`config.mk`:
```
export PLATFORM = sky130hd
export DESIGN_NAME = pc_call_stack
export DESIGN_NICKNAME = d
export VERILOG_FILES = /design/src/rtl/hack_pkg.sv /design/src/rtl/ret_stack.sv /design/src/rtl/pc_call_stack.sv
export SDC_FILE = /design/constraint.sdc
export NUM_CORES = 1
export LEC_CHECK = 0
export CORE_MARGIN = 4
export CORE_UTILIZATION = 63
export DETAILED_ROUTE_END_ITERATION = 16
export PLACE_DENSITY = 0.84
export SYNTH_ARGS = -nofsm -noshare
export SYNTH_HDL_FRONTEND = slang
export SYNTH_HIERARCHICAL = 1
export SYNTH_SLANG_ARGS = --single-unit
```
`constraint.sdc`:
```
create_clock -name clk -period 9.2 [get_ports clk]
set_input_delay 2.76 -clock clk [delete_from_list [all_inputs] [get_ports clk]]
set_output_delay 2.76 -clock clk [all_outputs]
set_load 0.02 [all_outputs]
```
`src/rtl/hack_pkg.sv`:
```
// Shared definitions for the Hack fetch path: default PC geometry and the
// per-cycle operation chosen by the program-counter priority encoder.
package hack_pkg;
   localparam int HACK_PC_W      = 16;
   localparam int HACK_RESET_VEC = 0;

   typedef enum logic [2:0] {
      PC_HOLD,
      PC_RET,
      PC_CALL,
      PC_LOAD,
      PC_INC
   } pc_op_t;
endpackage

```
`src/rtl/ret_stack.sv`:
```
// Return-address LIFO with a combinational top-of-stack read.
// A push while full or a pop while empty is ignored.
module ret_stack #(
   parameter  int DEPTH = 8,
   parameter  int W     = 16,
   localparam int DW    = $clog2(DEPTH + 1),
   localparam int AW    = $clog2(DEPTH)
) (
   input  logic          clk,
   input  logic          reset,
   input  logic          push,
   input  logic          pop,
   input  logic [W-1:0]  din,
   output logic [W-1:0]  dout,
   output logic [DW-1:0] depth,
   output logic          full,
   output logic          empty
);
   logic [W-1:0]  mem [DEPTH];
   logic [DW-1:0] cnt;
   logic [AW-1:0] wr_idx;
   logic [AW-1:0] rd_idx;

   assign wr_idx = cnt[AW-1:0];
   assign rd_idx = AW'(cnt - 1'b1);
   assign full   = (cnt == DW'(DEPTH));
   assign empty  = (cnt == '0);
   assign depth  = cnt;
   // rd_idx is meaningless when empty, so the read is masked rather than
   // allowed to index past the array for non-power-of-two depths.
   assign dout   = empty ? '0 : mem[rd_idx];

   always_ff @(posedge clk) begin
      if (reset) begin
         cnt <= '0;
      end else if (push && !full) begin
         cnt <= cnt + 1'b1;
      end else if (pop && !empty) begin
         cnt <= cnt - 1'b1;
      end
   end

   always_ff @(posedge clk) begin
      if (push && !full) begin
         mem[wr_idx] <= din;
      end
   end
endmodule

```
`src/rtl/pc_call_stack.sv`:
```
// Program counter with stall, jump, and call/return through a hardware
// return-address stack; flags overflow/underflow in a sticky error bit.
module pc_call_stack
   import hack_pkg::*;
#(
   parameter int              PC_W        = HACK_PC_W,
   parameter int              STACK_DEPTH = 8,
   parameter logic [PC_W-1:0] RESET_VEC   = PC_W'(HACK_RESET_VEC)
) (
   input  logic                               clk,
   input  logic                               reset,
   input  logic                               stall,
   input  logic                               PC_we,
   input  logic [PC_W-1:0]                    PC_in,
   input  logic                               call,
   input  logic                               ret,
   input  logic                               err_clr,
   output logic [PC_W-1:0]                    PC_out,
   output logic [$clog2(STACK_DEPTH+1)-1:0]   stack_depth,
   output logic                               stack_full,
   output logic                               stack_empty,
   output logic                               stack_err
);
   pc_op_t          op;
   logic [PC_W-1:0] pc_inc;
   logic [PC_W-1:0] pc_nxt;
   logic [PC_W-1:0] tos;
   logic            push;
   logic            pop;
   logic            err_set;

   assign pc_inc = PC_out + 1'b1;

   ret_stack #(
      .DEPTH (STACK_DEPTH),
      .W     (PC_W)
   ) u_ret_stack (
      .clk   (clk),
      .reset (reset),
      .push  (push),
      .pop   (pop),
      .din   (pc_inc),
      .dout  (tos),
      .depth (stack_depth),
      .full  (stack_full),
      .empty (stack_empty)
   );

   always_comb begin
      op = PC_INC;
      if (stall)      op = PC_HOLD;
      else if (ret)   op = PC_RET;
      else if (call)  op = PC_CALL;
      else if (PC_we) op = PC_LOAD;
   end

   always_comb begin
      pc_nxt  = PC_out;
      push    = 1'b0;
      pop     = 1'b0;
      err_set = 1'b0;
      unique case (op)
         PC_HOLD: pc_nxt = PC_out;
         PC_RET: begin
            if (stack_empty) begin
               pc_nxt  = pc_inc;
               err_set = 1'b1;
            end else begin
               pc_nxt = tos;
               pop    = 1'b1;
            end
         end
         PC_CALL: begin
            // The jump is taken even when the push is lost to overflow.
            pc_nxt = PC_in;
            if (stack_full) err_set = 1'b1;
            else            push    = 1'b1;
         end
         PC_LOAD: pc_nxt = PC_in;
         PC_INC:  pc_nxt = pc_inc;
         default: pc_nxt = PC_out;
      endcase
   end

   always_ff @(posedge clk) begin
      if (reset) begin
         PC_out    <= RESET_VEC;
         stack_err <= 1'b0;
      end else begin
         PC_out <= pc_nxt;
         if (err_set)      stack_err <= 1'b1;
         else if (err_clr) stack_err <= 1'b0;
      end
   end
endmodule

```
==> impl_results.md <==
- Critical-path top delay cell: clkdlybuf4s50_1
- Initial antenna violation count: 0
- Launch point of the worst reg-to-reg path: u_ret_stack/depth[0]
- Vias in the first global route: 4,524
- N_diodes: 0
- IO Port Bufs: 45
- Critical Path Fanout Max: 40
- Final Hold Vio Count: 0
- Root buf cell: clkbuf_8
- Arrival time of the worst setup path: approximately 3 ns
- Routed len/inst: 25.1 µm
- Area grow syn2layout: 16.0%
- CP required: between 6 and 7 ns
- Yosys Warn Count: 6
- Buffer levels on the longest clock path: 2
- Die area: 0.0126 mm²
- Hold_buf cts: 0
- RSZ-0062 raised after global routing: false
- DRC viols: 0
- Core area: 0.0105 mm²
- Largest family of logic cells by synthesized area: multiplexers
- Largest net degree at the start of global routing: 41
- Reg clk slew, reported paths: 0.06 ns
- Slew of the pin with the lowest slew margin: 0.885 ns
- Top cells by area, synth: edfxtp_1, mux4_2, dfxtp_1
- Syn Inst Count: roughly 480
- Most frequent cells in the layout: edfxtp_1, nand2_1, clkdlybuf4s50_1
- WHS Path Cells: 2
- Slew Limit Fails: 0
- Peak VDD IR: about 0.00016 V
- CP most frequent cell: buf_4
- Final worst path period share: 63.5%
- Final min period: between 5 and 6 ns
- Status: finished clean
- Post-synth EDFFs: about 130
- Via count: 4,569
- Final wirelength: around 17,000 µm
- Iteration-0 DRC count of the detailed router: 599
- Post-synth cell types: 80
- DR vias/cell: 6.80
- Post-DRT Antenna Nets: 0
- Total CTS buffers: 17
- Post-synthesis adder-cell area fraction: less than 1%
- Worst hold slack: 0.572 ns
- Post-Syn Area per Cell: 14.3 µm²
- TNS Setup: 0 ns
- Worst path max stage delay: between 0.6 and 0.7 ns
- Num ports: 46
- DPL Wire Length: 11,200 µm
- Routability cong.: roughly 0.91
- Crit path from: u_ret_stack/depth[0]
- Most used DFF post-synth: edfxtp_1
- Max-cap violations: 0
- H-tree depth: 4
- Post-synth ARST share: 0%
- CTS tree: done
- Layout cells sized above 1: 17.4%
- Post-CTS Resized: 0
- Post-Synth Simple-Gate Area: between 10 and 15%
- Post-CTS setup buffer count: 0
- Slew margin rel.: between 40% and 50%
- Setup crit end kind: primary output
- Pwr dens: a little under 200 mW/mm²
- Synth Area in XOR/XNOR: approximately 1.9%
- Most common cell after layout, fill and taps aside: edfxtp_1
- CTS sink count: around 150
- RR Endpoint: u_ret_stack/mem[2][10]
- Die X: 112 µm
- Hold wc startpoint: PC_out[12]
- Die height: 112 µm
- Synthesized cell area: about 0.0068 mm²
- Global-route wire length before repair: approximately 26,000 µm
- Setup Viol. Count Final: 0
- Area share of the largest cell type after synthesis: 56.2%
- Max frequency: 0.171 GHz
- Grt ovf: 0
- CP cell instances: buf_4, inv_1, ha_1, nor3b_4, buf_4, clkdlybuf4s50_1
- Leak pwr: 2.63 nW
- Hold Path End: PC_out[12]
- Critical path startpoint category: register
- Multiplexer share of the synthesized area: 11.1%
- GRT Total Usage: 27.6%
- Clock Latency Late Sink: around 0.53 ns
- Sequential-to-total area share from yosys stat: 62.4%
- Worst reg-to-reg path cell count: 10
- Seq cells post-synth: 149
- Path type of the worst setup path: register to primary output
- Starting Density: 65.3%
- Num rows: 37
- Syn_nets: 504
- Worst min path class: register to register
- R2R Setup Slk: around 5.6 ns
- Clk_skew: 0.00749 ns
- NumNets Final: 549
- Post-synth top area cell: edfxtp_1
- Compound-gate portion of the synthesized area: between 10% and 20%
- Drt first pass iters: 6
per-stage QoR:
step | cells | total power [W] | utilization, % | cell area [µm²] | worst slack, ns
3_5_place_dp | 640 | 0.000908 | 70.3 | 7350 | 3.26
6_report | 672 | 0.00157 | 75.8 | 7930 | 3.36
2_1_floorplan | 478 | 0.000854 | - | 6840 | 3.90
4_1_cts | 672 | 0.00158 | 75.8 | 7930 | 3.31
5_1_grt | 672 | 0.00162 | 75.8 | 7930 | 3.14
3_3_place_gp | 640 | 0.000903 | 70.3 | 7350 | 3.41
registers in the layout, summed over array words and instances, names as in the netlist:
register and cells:
u_ret_stack/mem 128, PC_out 16, stack_err 1, u_ret_stack/depth 4
report_power, final:
| part | internal [W] | switching (W) |
|---|---|---|
| sequential | 0.000749 | 0.0000156 |
| clock | 0.000412 | 0.000263 |
| combinational | 0.0000519 | 0.0000806 |
synthesized netlist by cell type, drive strengths merged, types with 4 or more instances:
master	instances
edfxtp	128
nand2	52
mux4	32
a21oi	30
nor2	27
dfxtp	21
buf	19
inv	12
nand3	12
nor3	11
o21ai	11
clkbuf	10
xor2	7
nand2b	6
o211ai	6
or2	6
xnor2	6
a32o	5
a31oi	4
cell type report:
| class | count | area, µm² |
|---|---|---|
| multi-input cells | 286 | 2330 |
| repair buffers | 56 | 533 |
| clock buffers | 19 | 422 |
| flip-flops and latches | 149 | 4270 |
| fillers | 650 | 2530 |
| clock inverters | 13 | 154 |
| well taps | 136 | 170 |
| inverters | 13 | 48.8 |
worst max-delay path by stage:
stage,to,slack (ns)
6_report,stack_empty,3.36
3_5_place_dp,u_ret_stack/mem[2][7],3.26
5_1_grt,stack_empty,3.14
3_3_place_gp,u_ret_stack/mem[0][12],3.41
2_1_floorplan,u_ret_stack/mem[0][0],3.90
4_1_cts,stack_empty,3.31
routing by layer:
layer  vias up  wire length, µm  global-route usage [%]
li1       1956                -                       -
met1      2256             6120                    35.9
met2       313             8500                    45.0
met3        44             1660                    5.88
met4         0              608                    12.9
met5         -                0                       0
kinds of logic (layout without fill, tap and decap cells):
logic type / count (synthesis) / in the layout
multiplexers: 36 / 36
buffers and inverters: 43 / 101
adder cells (fa/ha/maj): 3 / 3
XOR/XNOR: 13 / 13
flip-flops: 149 / 149
AND/OR/NAND/NOR: 135 / 135
AO/OA/AOI/OAI: 99 / 99
worst max-delay path, delay by kind of cell, from the launching register on:
family / cells / cell delay (ns)
fa+ha+maj: 1 / 0.39
buf+inv: 4 / 1.60
flops: 1 / 0.31
simple gates: 1 / 0.24
Power figures use the tool's default switching activity.
